==> config.mk <==
export PLATFORM = sky130hd
export DESIGN_NAME = var_bw_mul_sched_flat
export DESIGN_NICKNAME = d
export VERILOG_FILES = /design/src/rtl/var_bw_mul_pkg.sv /design/src/rtl/var_bw_mul_sched_if.sv /design/src/rtl/var_bw_mul_rr_arb.sv /design/src/rtl/var_bw_mul_sched.sv /design/src/flat_wrapper.sv
export SDC_FILE = /design/constraint.sdc
export NUM_CORES = 1
export LEC_CHECK = 0
export CORE_ASPECT_RATIO = 0.8
export CORE_MARGIN = 2
export CORE_UTILIZATION = 43
export CTS_BUF_LIST = sky130_fd_sc_hd__clkbuf_4 sky130_fd_sc_hd__clkbuf_8 sky130_fd_sc_hd__clkbuf_16
export DETAILED_ROUTE_END_ITERATION = 7
export PLACE_DENSITY = 0.87
export REMOVE_ABC_BUFFERS = 1
export SLEW_MARGIN = 40
export SYNTH_ARGS = -nofsm -noshare
export SYNTH_HDL_FRONTEND = slang
export SYNTH_HIERARCHICAL = 1
export SYNTH_SLANG_ARGS = --single-unit
==> constraint.sdc <==
create_clock -name clk -period 2.65 [get_ports clk]
set_input_delay 0.6625 -clock clk [delete_from_list [all_inputs] [get_ports clk]]
set_output_delay 0.6625 -clock clk [all_outputs]
set_load 0.03 [all_outputs]
==> src/rtl/var_bw_mul_pkg.sv <==
// rtl/var_bw_mul_pkg.sv - shared constants, lane encoding and tag type for var_bw_mul_sched
// Purpose: widths, lane enum, per-issue tag struct and the lane-to-result helper.
// Ports: none (package).
package var_bw_mul_pkg;

  localparam int LAT      = 2;   // request-to-response latency in cycles, informational only
  localparam int NARROW_W = 8;
  localparam int WIDE_W   = 16;
  localparam int PROD_W   = 32;

  typedef enum logic [1:0] {
    LANE_NONE = 2'd0,
    LANE_LO   = 2'd1,
    LANE_HI   = 2'd2,
    LANE_FULL = 2'd3
  } lane_e;

  typedef struct packed {
    logic  valid;
    lane_e lane0;
    lane_e lane1;
  } tag_t;

  localparam tag_t TAG_IDLE = '{valid: 1'b0, lane0: LANE_NONE, lane1: LANE_NONE};

  // Narrow products occupy a 16-bit half of the product bus and are zero-extended.
  function automatic logic [PROD_W-1:0] lane_result(input lane_e lane, input logic [PROD_W-1:0] p);
    case (lane)
      LANE_FULL: lane_result = p;
      LANE_LO:   lane_result = {16'h0, p[15:0]};
      LANE_HI:   lane_result = {16'h0, p[31:16]};
      default:   lane_result = '0;
    endcase
  endfunction

endpackage

==> src/rtl/var_bw_mul_sched_if.sv <==
// rtl/var_bw_mul_sched_if.sv - client and multiplier bus bundle for var_bw_mul_sched
// Purpose: groups both request/response channels, the multiplier operand/product bus and pair_cnt.
// Ports (modport slave = scheduler side):
//   in : req{0,1}_valid, req{0,1}_wide, req{0,1}_a, req{0,1}_b, mul_p
//   out: req{0,1}_ready, rsp{0,1}_valid, rsp{0,1}_p, mul_para_mode, mul_a, mul_b, pair_cnt
// modport master is the mirror image (clients plus multiplier).
interface var_bw_mul_sched_if;
  import var_bw_mul_pkg::*;

  logic              req0_valid, req0_ready, req0_wide;
  logic [WIDE_W-1:0] req0_a, req0_b;
  logic              req1_valid, req1_ready, req1_wide;
  logic [WIDE_W-1:0] req1_a, req1_b;
  logic              rsp0_valid, rsp1_valid;
  logic [PROD_W-1:0] rsp0_p, rsp1_p;
  logic              mul_para_mode;
  logic [WIDE_W-1:0] mul_a, mul_b;
  logic [PROD_W-1:0] mul_p;
  logic [15:0]       pair_cnt;

  modport slave (
    input  req0_valid, req0_wide, req0_a, req0_b,
    input  req1_valid, req1_wide, req1_a, req1_b,
    input  mul_p,
    output req0_ready, req1_ready,
    output rsp0_valid, rsp0_p, rsp1_valid, rsp1_p,
    output mul_para_mode, mul_a, mul_b, pair_cnt
  );

  modport master (
    output req0_valid, req0_wide, req0_a, req0_b,
    output req1_valid, req1_wide, req1_a, req1_b,
    output mul_p,
    input  req0_ready, req1_ready,
    input  rsp0_valid, rsp0_p, rsp1_valid, rsp1_p,
    input  mul_para_mode, mul_a, mul_b, pair_cnt
  );

endinterface

==> src/rtl/var_bw_mul_rr_arb.sv <==
// rtl/var_bw_mul_rr_arb.sv - two-way round-robin arbiter with pair-grant override
// Purpose: grants one of two requesters per cycle, alternating under contention.
// Ports:
//   clk, rst_n      : clock, async active-low reset
//   req0, req1      : requests present
//   pair            : grant both this cycle; pointer is left untouched
//   gnt0, gnt1      : combinational grants
module var_bw_mul_rr_arb (
  input  logic clk,
  input  logic rst_n,
  input  logic req0,
  input  logic req1,
  input  logic pair,
  output logic gnt0,
  output logic gnt1
);

  logic rr_q;  // 0: req0 preferred, 1: req1 preferred

  always_comb begin
    gnt0 = 1'b0;
    gnt1 = 1'b0;
    if (pair) begin
      gnt0 = 1'b1;
      gnt1 = 1'b1;
    end else if (req0 && req1) begin
      gnt0 = !rr_q;
      gnt1 = rr_q;
    end else begin
      gnt0 = req0;
      gnt1 = req1;
    end
  end

  // A single grant hands preference to the other requester; paired or idle cycles keep it.
  always_ff @(posedge clk or negedge rst_n) begin
    if (!rst_n) begin
      rr_q <= 1'b0;
    end else if (gnt0 ^ gnt1) begin
      rr_q <= gnt0;
    end
  end

endmodule

==> src/rtl/var_bw_mul_sched.sv <==
// rtl/var_bw_mul_sched.sv - two-requester scheduler for the shared variable bit-width multiplier
// Purpose: arbitrates 8/16-bit multiply requests, packs simultaneous narrow requests into one
//   parallel-mode issue (when VAR_BW_MUL_PAIR_EN is defined), registers operands to the
//   multiplier and registers the product back per requester. Request-to-response latency is 2.
// Ports:
//   clk, rst_n : clock, async active-low reset
//   bus        : var_bw_mul_sched_if.slave (request/response channels, multiplier bus, pair_cnt)
// Configuration: VAR_BW_MUL_PAIR_EN enables narrow pairing and pair_cnt; otherwise pair_cnt is 0.
module var_bw_mul_sched
  import var_bw_mul_pkg::*;
(
  input  logic               clk,
  input  logic               rst_n,
  var_bw_mul_sched_if.slave  bus
);

  logic              pair;
  logic              gnt0, gnt1;
  logic              iss_mode;
  logic [WIDE_W-1:0] iss_a, iss_b;
  tag_t              iss_tag;
  tag_t              tag_q;

`ifdef VAR_BW_MUL_PAIR_EN
  assign pair = bus.req0_valid && bus.req1_valid && !bus.req0_wide && !bus.req1_wide;

  always_ff @(posedge clk or negedge rst_n) begin
    if (!rst_n) begin
      bus.pair_cnt <= '0;
    end else if (pair && (bus.pair_cnt != 16'hFFFF)) begin
      bus.pair_cnt <= bus.pair_cnt + 16'd1;
    end
  end
`else
  assign pair         = 1'b0;
  assign bus.pair_cnt = '0;
`endif

  var_bw_mul_rr_arb u_arb (
    .clk  (clk),
    .rst_n(rst_n),
    .req0 (bus.req0_valid),
    .req1 (bus.req1_valid),
    .pair (pair),
    .gnt0 (gnt0),
    .gnt1 (gnt1)
  );

  assign bus.req0_ready = gnt0;
  assign bus.req1_ready = gnt1;

  // Narrow req0 always rides the low lane and narrow req1 the high lane, so a solo narrow
  // issue and a paired issue share one encoding; the unused lane is zero.
  always_comb begin
    iss_mode      = 1'b1;
    iss_a         = '0;
    iss_b         = '0;
    iss_tag       = TAG_IDLE;
    iss_tag.valid = gnt0 || gnt1;
    if (gnt0) iss_tag.lane0 = bus.req0_wide ? LANE_FULL : LANE_LO;
    if (gnt1) iss_tag.lane1 = bus.req1_wide ? LANE_FULL : LANE_HI;
    if (gnt0 && bus.req0_wide) begin
      iss_mode = 1'b0;
      iss_a    = bus.req0_a;
      iss_b    = bus.req0_b;
    end else if (gnt1 && bus.req1_wide) begin
      iss_mode = 1'b0;
      iss_a    = bus.req1_a;
      iss_b    = bus.req1_b;
    end else begin
      if (gnt0) begin
        iss_a[NARROW_W-1:0] = bus.req0_a[NARROW_W-1:0];
        iss_b[NARROW_W-1:0] = bus.req0_b[NARROW_W-1:0];
      end
      if (gnt1) begin
        iss_a[WIDE_W-1:NARROW_W] = bus.req1_a[NARROW_W-1:0];
        iss_b[WIDE_W-1:NARROW_W] = bus.req1_b[NARROW_W-1:0];
      end
    end
  end

  // Operand and tag stage; operands hold on idle cycles to avoid needless toggling.
  always_ff @(posedge clk or negedge rst_n) begin
    if (!rst_n) begin
      bus.mul_para_mode <= 1'b0;
      bus.mul_a         <= '0;
      bus.mul_b         <= '0;
      tag_q             <= TAG_IDLE;
    end else begin
      tag_q <= iss_tag;
      if (iss_tag.valid) begin
        bus.mul_para_mode <= iss_mode;
        bus.mul_a         <= iss_a;
        bus.mul_b         <= iss_b;
      end
    end
  end

  // Result stage: each owner picks its lane out of the combinational product.
  always_ff @(posedge clk or negedge rst_n) begin
    if (!rst_n) begin
      bus.rsp0_valid <= 1'b0;
      bus.rsp1_valid <= 1'b0;
      bus.rsp0_p     <= '0;
      bus.rsp1_p     <= '0;
    end else begin
      bus.rsp0_valid <= tag_q.valid && (tag_q.lane0 != LANE_NONE);
      bus.rsp1_valid <= tag_q.valid && (tag_q.lane1 != LANE_NONE);
      bus.rsp0_p     <= lane_result(tag_q.lane0, bus.mul_p);
      bus.rsp1_p     <= lane_result(tag_q.lane1, bus.mul_p);
    end
  end

endmodule

==> src/flat_wrapper.sv <==
// flat-port wrapper written by rule: the top's interface ports become plain ports
module var_bw_mul_sched_flat import var_bw_mul_pkg::*;
  (clk, rst_n, bus_req0_valid, bus_req0_wide, bus_req0_a, bus_req0_b, bus_req1_valid, bus_req1_wide, bus_req1_a, bus_req1_b, bus_mul_p, bus_req0_ready, bus_req1_ready, bus_rsp0_valid, bus_rsp0_p, bus_rsp1_valid, bus_rsp1_p, bus_mul_para_mode, bus_mul_a, bus_mul_b, bus_pair_cnt);
  var_bw_mul_sched_if bus_i ();
  input  logic clk;
  input  logic rst_n;
  input wire logic [$bits(bus_i.req0_valid)-1:0] bus_req0_valid;
  input wire logic [$bits(bus_i.req0_wide)-1:0] bus_req0_wide;
  input wire logic [$bits(bus_i.req0_a)-1:0] bus_req0_a;
  input wire logic [$bits(bus_i.req0_b)-1:0] bus_req0_b;
  input wire logic [$bits(bus_i.req1_valid)-1:0] bus_req1_valid;
  input wire logic [$bits(bus_i.req1_wide)-1:0] bus_req1_wide;
  input wire logic [$bits(bus_i.req1_a)-1:0] bus_req1_a;
  input wire logic [$bits(bus_i.req1_b)-1:0] bus_req1_b;
  input wire logic [$bits(bus_i.mul_p)-1:0] bus_mul_p;
  output wire logic [$bits(bus_i.req0_ready)-1:0] bus_req0_ready;
  output wire logic [$bits(bus_i.req1_ready)-1:0] bus_req1_ready;
  output wire logic [$bits(bus_i.rsp0_valid)-1:0] bus_rsp0_valid;
  output wire logic [$bits(bus_i.rsp0_p)-1:0] bus_rsp0_p;
  output wire logic [$bits(bus_i.rsp1_valid)-1:0] bus_rsp1_valid;
  output wire logic [$bits(bus_i.rsp1_p)-1:0] bus_rsp1_p;
  output wire logic [$bits(bus_i.mul_para_mode)-1:0] bus_mul_para_mode;
  output wire logic [$bits(bus_i.mul_a)-1:0] bus_mul_a;
  output wire logic [$bits(bus_i.mul_b)-1:0] bus_mul_b;
  output wire logic [$bits(bus_i.pair_cnt)-1:0] bus_pair_cnt;
  assign bus_i.req0_valid = bus_req0_valid;
  assign bus_i.req0_wide = bus_req0_wide;
  assign bus_i.req0_a = bus_req0_a;
  assign bus_i.req0_b = bus_req0_b;
  assign bus_i.req1_valid = bus_req1_valid;
  assign bus_i.req1_wide = bus_req1_wide;
  assign bus_i.req1_a = bus_req1_a;
  assign bus_i.req1_b = bus_req1_b;
  assign bus_i.mul_p = bus_mul_p;
  assign bus_req0_ready = bus_i.req0_ready;
  assign bus_req1_ready = bus_i.req1_ready;
  assign bus_rsp0_valid = bus_i.rsp0_valid;
  assign bus_rsp0_p = bus_i.rsp0_p;
  assign bus_rsp1_valid = bus_i.rsp1_valid;
  assign bus_rsp1_p = bus_i.rsp1_p;
  assign bus_mul_para_mode = bus_i.mul_para_mode;
  assign bus_mul_a = bus_i.mul_a;
  assign bus_mul_b = bus_i.mul_b;
  assign bus_pair_cnt = bus_i.pair_cnt;
  var_bw_mul_sched u_core (.clk(clk), .rst_n(rst_n), .bus(bus_i));
endmodule
==> results of run 1 <==
-- critical path, stage by stage --
cell             delay [ns]
clkdlybuf4s50_1        0.51
nand2_1                0.07
a21o_1                 0.27
buf_4                  0.21
-- per-layer routing --
metal	vias to the layer above	share of wire, %	track usage, %
li1	1654	-	-
met1	1778	40	31.1
met2	157	51	40.0
met3	25	6.4	6.09
met4	0	2.2	7.83
met5	-	0	0
-- cell usage after synthesis, drive strengths merged --
cell	count
o22ai	32
and2	2
inv	2
conb	1
buf	28
o21a	2
mux2i	16
o21ai	40
nand2b	4
a21o	2
nand2	15
a21boi	1
a22o	25
nor3	1
o2bb2ai	1
a22oi	16
nor2	2
dfrtp	105
nor2b	3
clkbuf	13
and3	32
-- sequential cells by signal, indices dropped and copies added (netlist names) --
name	cells
u_core/tag_q	5
u_core/bus.mul_b	16
u_core/bus.rsp0_valid	1
u_core/u_arb/rr_q	1
u_core/bus.rsp1_valid	1
u_core/bus.mul_a	16
u_core/bus.rsp0_p	32
u_core/bus.rsp1_p	32
u_core/bus.mul_para_mode	1
-- how the worst max path moves through the flow --
stage	from	end	slack (ns)	cells after the start
after global placement	bus_req1_valid	u_core/bus.mul_a[2]	0.04	7
after CTS	bus_req1_valid	u_core/bus.mul_a[3]	0.20	7
after detailed placement	bus_req1_valid	u_core/bus.mul_b[2]	-0.11	7
final	bus_req1_valid	bus_req0_ready	0.26	4
after global routing	bus_req1_valid	bus_req0_ready	0.20	4
after floorplan	bus_req1_valid	u_core/bus.mul_a[15]	0.49	5
-- area by class of cell --
| type | instances | area share, % |
|---|---|---|
| Multi-Input combinational cell | 214 | 21.1 |
| Tap cell | 119 | 2.22 |
| Clock inverter | 6 | 1.34 |
| Inverter | 2 | 0.112 |
| Sequential cell | 105 | 39.2 |
| Clock buffer | 10 | 3.47 |
| Timing Repair Buffer | 221 | 32.5 |
-- report_power, final --
part | total, W | internal, W | switching [W]
Combinational | 0.00119 | 0.000525 | 0.000660
Sequential | 0.00182 | 0.00175 | 0.0000740
Clock | 0.00143 | 0.000844 | 0.000586
-- kinds of logic (layout without fill, tap and decap cells) --
kind of cell	count (synthesis)	after routing
mux	16	16
compound gates	119	119
simple gates	59	59
other cells	1	20
flops	105	105
buf+inv	43	239
-- repair_timing --
| item | in CTS | in global routing |
|---|---|---|
| gates resized for setup | 0 | 0 |
| setup buffers | 0 | 2 |
| setup endpoints to repair | 0 | 1 |
-- through the flow --
stage / worst slack [ns] / power (W)
final: 0.257 / 0.00444
after global routing: 0.201 / 0.00461
after CTS: 0.201 / 0.00447
after detailed placement: -0.105 / 0.00304
after global placement: 0.0410 / 0.00301
after floorplan: 0.488 / 0.00241
==> results list, run 1 <==
- Dividing the detail-routed wire length by the instance count gives 19.1 µm.
- The later pin in the worst-skew pair is clocked with a latency of 0.34 ns.
- After synthesis, flip-flops and latches occupy 62.0% of the total area.
- The routed layout has 3614 vias.
- Setup violations remaining at the end of the flow were counted as 0.
* Number of instances in the synthesized netlist: 343
* Routed wire length: 12900 µm
- After floorplanning, the core was divided into 32 placement rows.
- In the layout the commonest cells are clkdlybuf4s50_1, dfrtp_1, and3_1, o22ai_1, a22o_1.
- The Yosys step of the flow raised 6 warnings.
- The final number of hold-violating endpoints was 0.
- Netlist Area Pre-Place: 0.00424 mm²
- The filler cells instantiated in the layout total 726.
- The post-route netlist has 10.0% of its cells at a drive strength greater than 1.
- Largest net degree at the start of global routing: 54
- For the final database, setup skew stands at 0.00735 ns.
- After routing the design area is 0.00671 mm².
- The number of different library cells used by synthesis comes to 29.
- In this run the remaining antenna-violating nets after routing total 0.
- In the final timing run, aggregate negative setup slack is 0 ns.
* Worst r2r path cells: 5
* Power density cells: 662 mW/mm²
- Flop and latch count out of synthesis: 105
- The finished layout holds 677 standard cells, fillers aside.
* Adder-cell share of the synthesized area: 0%
* Number of sinks on the clock net: 105
- CTS clk-pin slew, worst paths: 0.07 ns
- The final critical path takes up 90.3% of the cycle.
* Clock tree from TritonCTS: done
- In the routed design, unresolved DRC markers number 0.
- For this design, the CTS-stage hold fixing added 0 buffers.
- At the end of the flow the core is filled with cells to 69.8%.
* Mux contribution to synthesized area: 3.78%
* Largest vdd supply drop: 0.459 mV
- The number of antenna diodes in the final layout is 0.
- Largest fanout of any net on the critical path: 6
- Measured along the y axis, the die boundary spans 92.8 µm.
* Multi-input gate area in the final layout: 0.00142 mm²
- Post-Route Hold Slack: 0.317 ns
* Crit end category: output port
- Layout-stage area growth over the synthesis result: 58.2%
* Nets: 655
- Worst Path Required: 1.99 ns
- Reg-to-reg critical path endpoint: u_core/bus.mul_a[15]
- Vias in the first global route: 3658
- CP Launch Type: input port
- At the end of routability-driven placement, the weighted congestion stood at 0.795.
- The first global-routing pass estimated 19700 µm of wire.
- In this run the register-to-register setup slack is 0.79 ns.
- Cell accounting for the most synthesized area: dfrtp_1
- Placed Cells: 659
* Top-Level Pins: 219
- The first TritonRoute pass finished after 4 iterations.
- Summed over all nets, the half-perimeter wirelength after detailed placement is 9380 µm.
* Xor/xnor share of the synthesized area: 0%
* Static Leak: 3.00 nW
- Starting utilization of the core area: 44.1%
- Core Area: 0.00961 mm²
* Final Max Slew Viols: 0
- Clock buffers created by TritonCTS: 9
- Status: finished, final reports clean
* Congestion Overflow GR: 0
- WP data arrival: 1.73 ns
- Starting DRC count in detailed routing: 214
- The synthesized netlist devotes 8.21% of its cell area to simple gates.
- Startpoint of the worst register-to-register path: u_core/u_arb/rr_q
- Main combinational cell family by area after synthesis: compound AO/OA/AOI/OAI gates
- The die covers 0.0107 mm².
* Number of levels in the clock H-tree: 3
- The synthesized netlist devotes 19.6% of its cell area to compound gates.
- The sequential cells in the finished layout cover a total of 0.00263 mm².
- Timing would allow up to 418 MHz.
- Post-Syn Area per Cell: 12.4 µm²
- Reported max-cap violation count: 0
* Slew @ Worst Pin: 0.596 ns
- The worst path in the final design needs a cycle of 2.39 ns, including I/O delays and setup.
* Unrepaired setup endpoints after global routing: no
- Worst relative slew slack: 60.3%
* Critical setup path kind: input port to output port
- Dividing the detail-routed via count by the number of cells gives 5.34.
- The path class of the tightest hold or removal check is input port to async pin.
- Leaving out fill and tap cells, the most frequent cell in the layout is clkdlybuf4s50_1.
- The die is 115 µm wide.
* Cell Area, Placed: 0.00636 mm²
- Summed over its instances, the top area cell type makes up 62.0% of the synthesized netlist area.
* Maximum number of buffers from clock root to sink: 2
* Global Route Usage Sum: 24.1%
- Clock Tree Root: clkbuf_16
* Largest cells by area after synthesis: dfrtp_1, a22o_1, and3_1
* Count of port buffers added during placement: 202
- Antenna violations before repair: 0
Note: power is estimated with default switching activity, not from simulation.
==> run 2, diff against run 1 <==
- ABC_CLOCK_PERIOD_IN_PS: not set -> 2650
- SLEW_MARGIN: 40 -> 20
==> run 2 against run 1 <==
- core utilization about the same
- clock skew about the same
- global-route usage unchanged
- sequential cell count unchanged
- combinational power about the same
- clock-buffer cell count stayed put
- design area is essentially flat
- critical endpoint unchanged
==> results list, run 2 (same netlist as run 1, synthesis figures left out) <==
* Status: finished, final reports clean
- Die height: 92.8 µm
- Met1 Use GR: 31.1%
* Core Area: 0.00961 mm²
* First-pass GRT wire length: 19700 µm
- Clock-pin slew was measured on the worst setup and hold paths at 0.07 ns.
* Slew @ Worst Pin: 0.771 ns
- Full die area: 0.0107 mm²
- From left edge to right edge, the die measures 115 µm.
- The final critical path takes up 90.2% of the cycle.
* Vias after detailed routing: 3623
- Sw Ratio: 29.8%
- Worst skew pair latency: 0.34 ns
- The largest individual stage delay along the critical path comes from the cell clkdlybuf4s50_1.
- Static Leak: 3.00 nW
* Register-to-register setup slack: 0.80 ns
- Antenna violations before repair: 0
- Global Route Usage Sum: 24.1%
- Buffers inserted to repair hold after CTS numbered 0.
* Remaining DRCs: 0
* Switching power: 0.00132 W
- The wire-length estimate of the detail-placed layout is 9380 µm.
- Combinational cell fraction of total power: 26.7%
- Clock tree from TritonCTS: done
- During placement, the flow inserted port buffers numbering 202.
- The final number of hold-violating endpoints was 0.
* Vias per cell: 5.35
* Worst Path Required: 1.99 ns
- Starting utilization of the core area: 44.1%
- CP Launch Type: input port
* Layout-stage area growth over the synthesis result: 58.1%
* Average wire length per cell after detail routing: 19.1 µm
- Most common cell after layout, fill and taps aside: clkdlybuf4s50_1
- Dividing total power by cell area gives a power density of 663 mW/mm².
- Maximum number of buffers from clock root to sink: 2
* Number of levels in the clock H-tree: 3
- Clock buffers created by TritonCTS: 9
* Largest net degree at the start of global routing: 54
* First-pass iteration count of the detailed router: 4
- Fraction of power consumed by sequential logic: 41.1%
- Achievable Freq: 418 MHz
- Clock skew on the completed layout was measured at 0.00702 ns.
- # setup viols final: 0
* WP data arrival: 1.73 ns
- Count of antenna-violating nets left after detailed routing: 0
- For this run, global-route usage on met3 was measured as 6.09%.
- Most frequent cells in the layout: clkdlybuf4s50_1, dfrtp_1, and3_1, o22ai_1, a22o_1
- Counting the fill cells in the layout gives 725.
* Congestion Overflow GR: 0
* Largest registers: u_core/bus.rsp0_p x32, u_core/bus.rsp1_p x32
* Row cnt: 32
* CP peak stage delay: 0.51 ns
- Share of cells above drive strength 1: 9.86%
* Met2 track demand over resource: 40.0%
- Clock period minus worst slack: 2.39 ns
- The signal on the critical path passes through clkdlybuf4s50_1 > nand2_1 > a21o_1 > buf_4.
- Final Max Slew Viols: 0
* Largest fanout of any net on the critical path: 6
- Post CTS Setup Buffer Count: 0
- Type of the worst min-delay path: input port to async pin
- Clock tree synthesis selected as its root buffer the cell clkbuf_16.
- Internal power of the cells: 0.00312 W
* Nets: 655
* Starting DRC count in detailed routing: 210
* Final standard cell utilization of the core: 69.8%
- 219 I/O pins were placed.
- Most congested layer reported by global routing: met2
- IR analysis of the VDD net gives a maximum drop of 0.460 mV.
* Unrepaired setup endpoints after global routing: no
- CTS saw 105 sinks.
- Worst relative slew slack: 48.5%
- The number of global-route vias before repair was 3658.
- Critical setup path kind: input port to output port
* Routed wire length: 12900 µm
- The tool flagged a number of max-cap violations equal to 0.
* Crit end category: output port
- The finished layout holds 677 standard cells, fillers aside.
* Post-cts resize count: 0
- Placed Cells: 659
- Antenna diode instance count: 0
- Final weighted congestion in routability-driven placement: 0.795
- Clock network fraction of total power: 32.3%
## run 2: cell types whose count changed in the layout (fill, tap and decap cells not counted)
cell,change
nor2b_2,-1
nor2b_1,+1
## run 2: path summary, 6_finish.rpt
kind / startpoint / cells past startpoint / endpoint
min in group clk: u_core/tag_q[4] / 1 / u_core/bus.rsp0_valid
worst min register to register: u_core/tag_q[4] / 1 / u_core/bus.rsp0_valid
max in group asynchronous: rst_n / 2 / u_core/bus.rsp0_p[20]
worst min-delay path: rst_n / 1 / u_core/bus.mul_a[13]
worst max register to register: u_core/u_arb/rr_q / 5 / u_core/bus.mul_a[15]
worst max-delay path: bus_req1_valid / 4 / bus_req0_ready
## run 2: metrics by stage
| step | worst slack, ns | hold WS (ns) | TNS, ns | power, W | cell area, µm² |
|---|---|---|---|---|---|
| 2_1_floorplan | 0.488 | 0.367 | 0 | 0.00241 | 4050 |
| 3_3_place_gp | 0.0410 | 0.480 | 0 | 0.00301 | 6360 |
| 3_5_place_dp | -0.105 | 0.495 | -1.10 | 0.00304 | 6360 |
| 4_1_cts | 0.201 | 0.332 | 0 | 0.00447 | 6690 |
| 5_1_grt | 0.201 | 0.357 | 0 | 0.00461 | 6700 |
| 6_report | 0.259 | 0.314 | 0 | 0.00444 | 6700 |
## run 2: layout make-up
class / count / area (µm²) / share of cell area, %
clock buffers: 10 / 233 / 3.47
clock inverters: 6 / 90.1 / 1.34
inverters: 2 / 7.51 / 0.112
multi-input cells: 214 / 1410 / 21.1
flip-flops and latches: 105 / 2630 / 39.2
well taps: 119 / 149 / 2.22
repair buffers: 221 / 2180 / 32.6
## run 2: layer usage
layer / wire (µm) / up-vias
met5: 0 / -
met4: 274 / 0
li1: - / 1657
met3: 791 / 25
met1: 5170 / 1785
met2: 6660 / 156
## run 2: critical path, delay by kind of cell
| kind | cells | cell delay [ns] |
|---|---|---|
| buf+inv | 2 | 0.72 |
| compound gates | 1 | 0.27 |
| simple gates | 1 | 0.07 |
## run 2: power by group through the flow
stage          clock, W  combinational, W  sequential (W)
2_1_floorplan         0          0.000253         0.00215
3_3_place_gp          0           0.00116         0.00185
3_5_place_dp          0           0.00118         0.00185
4_1_cts         0.00146           0.00119         0.00182
5_1_grt         0.00152           0.00125         0.00184
6_report        0.00143           0.00118         0.00182
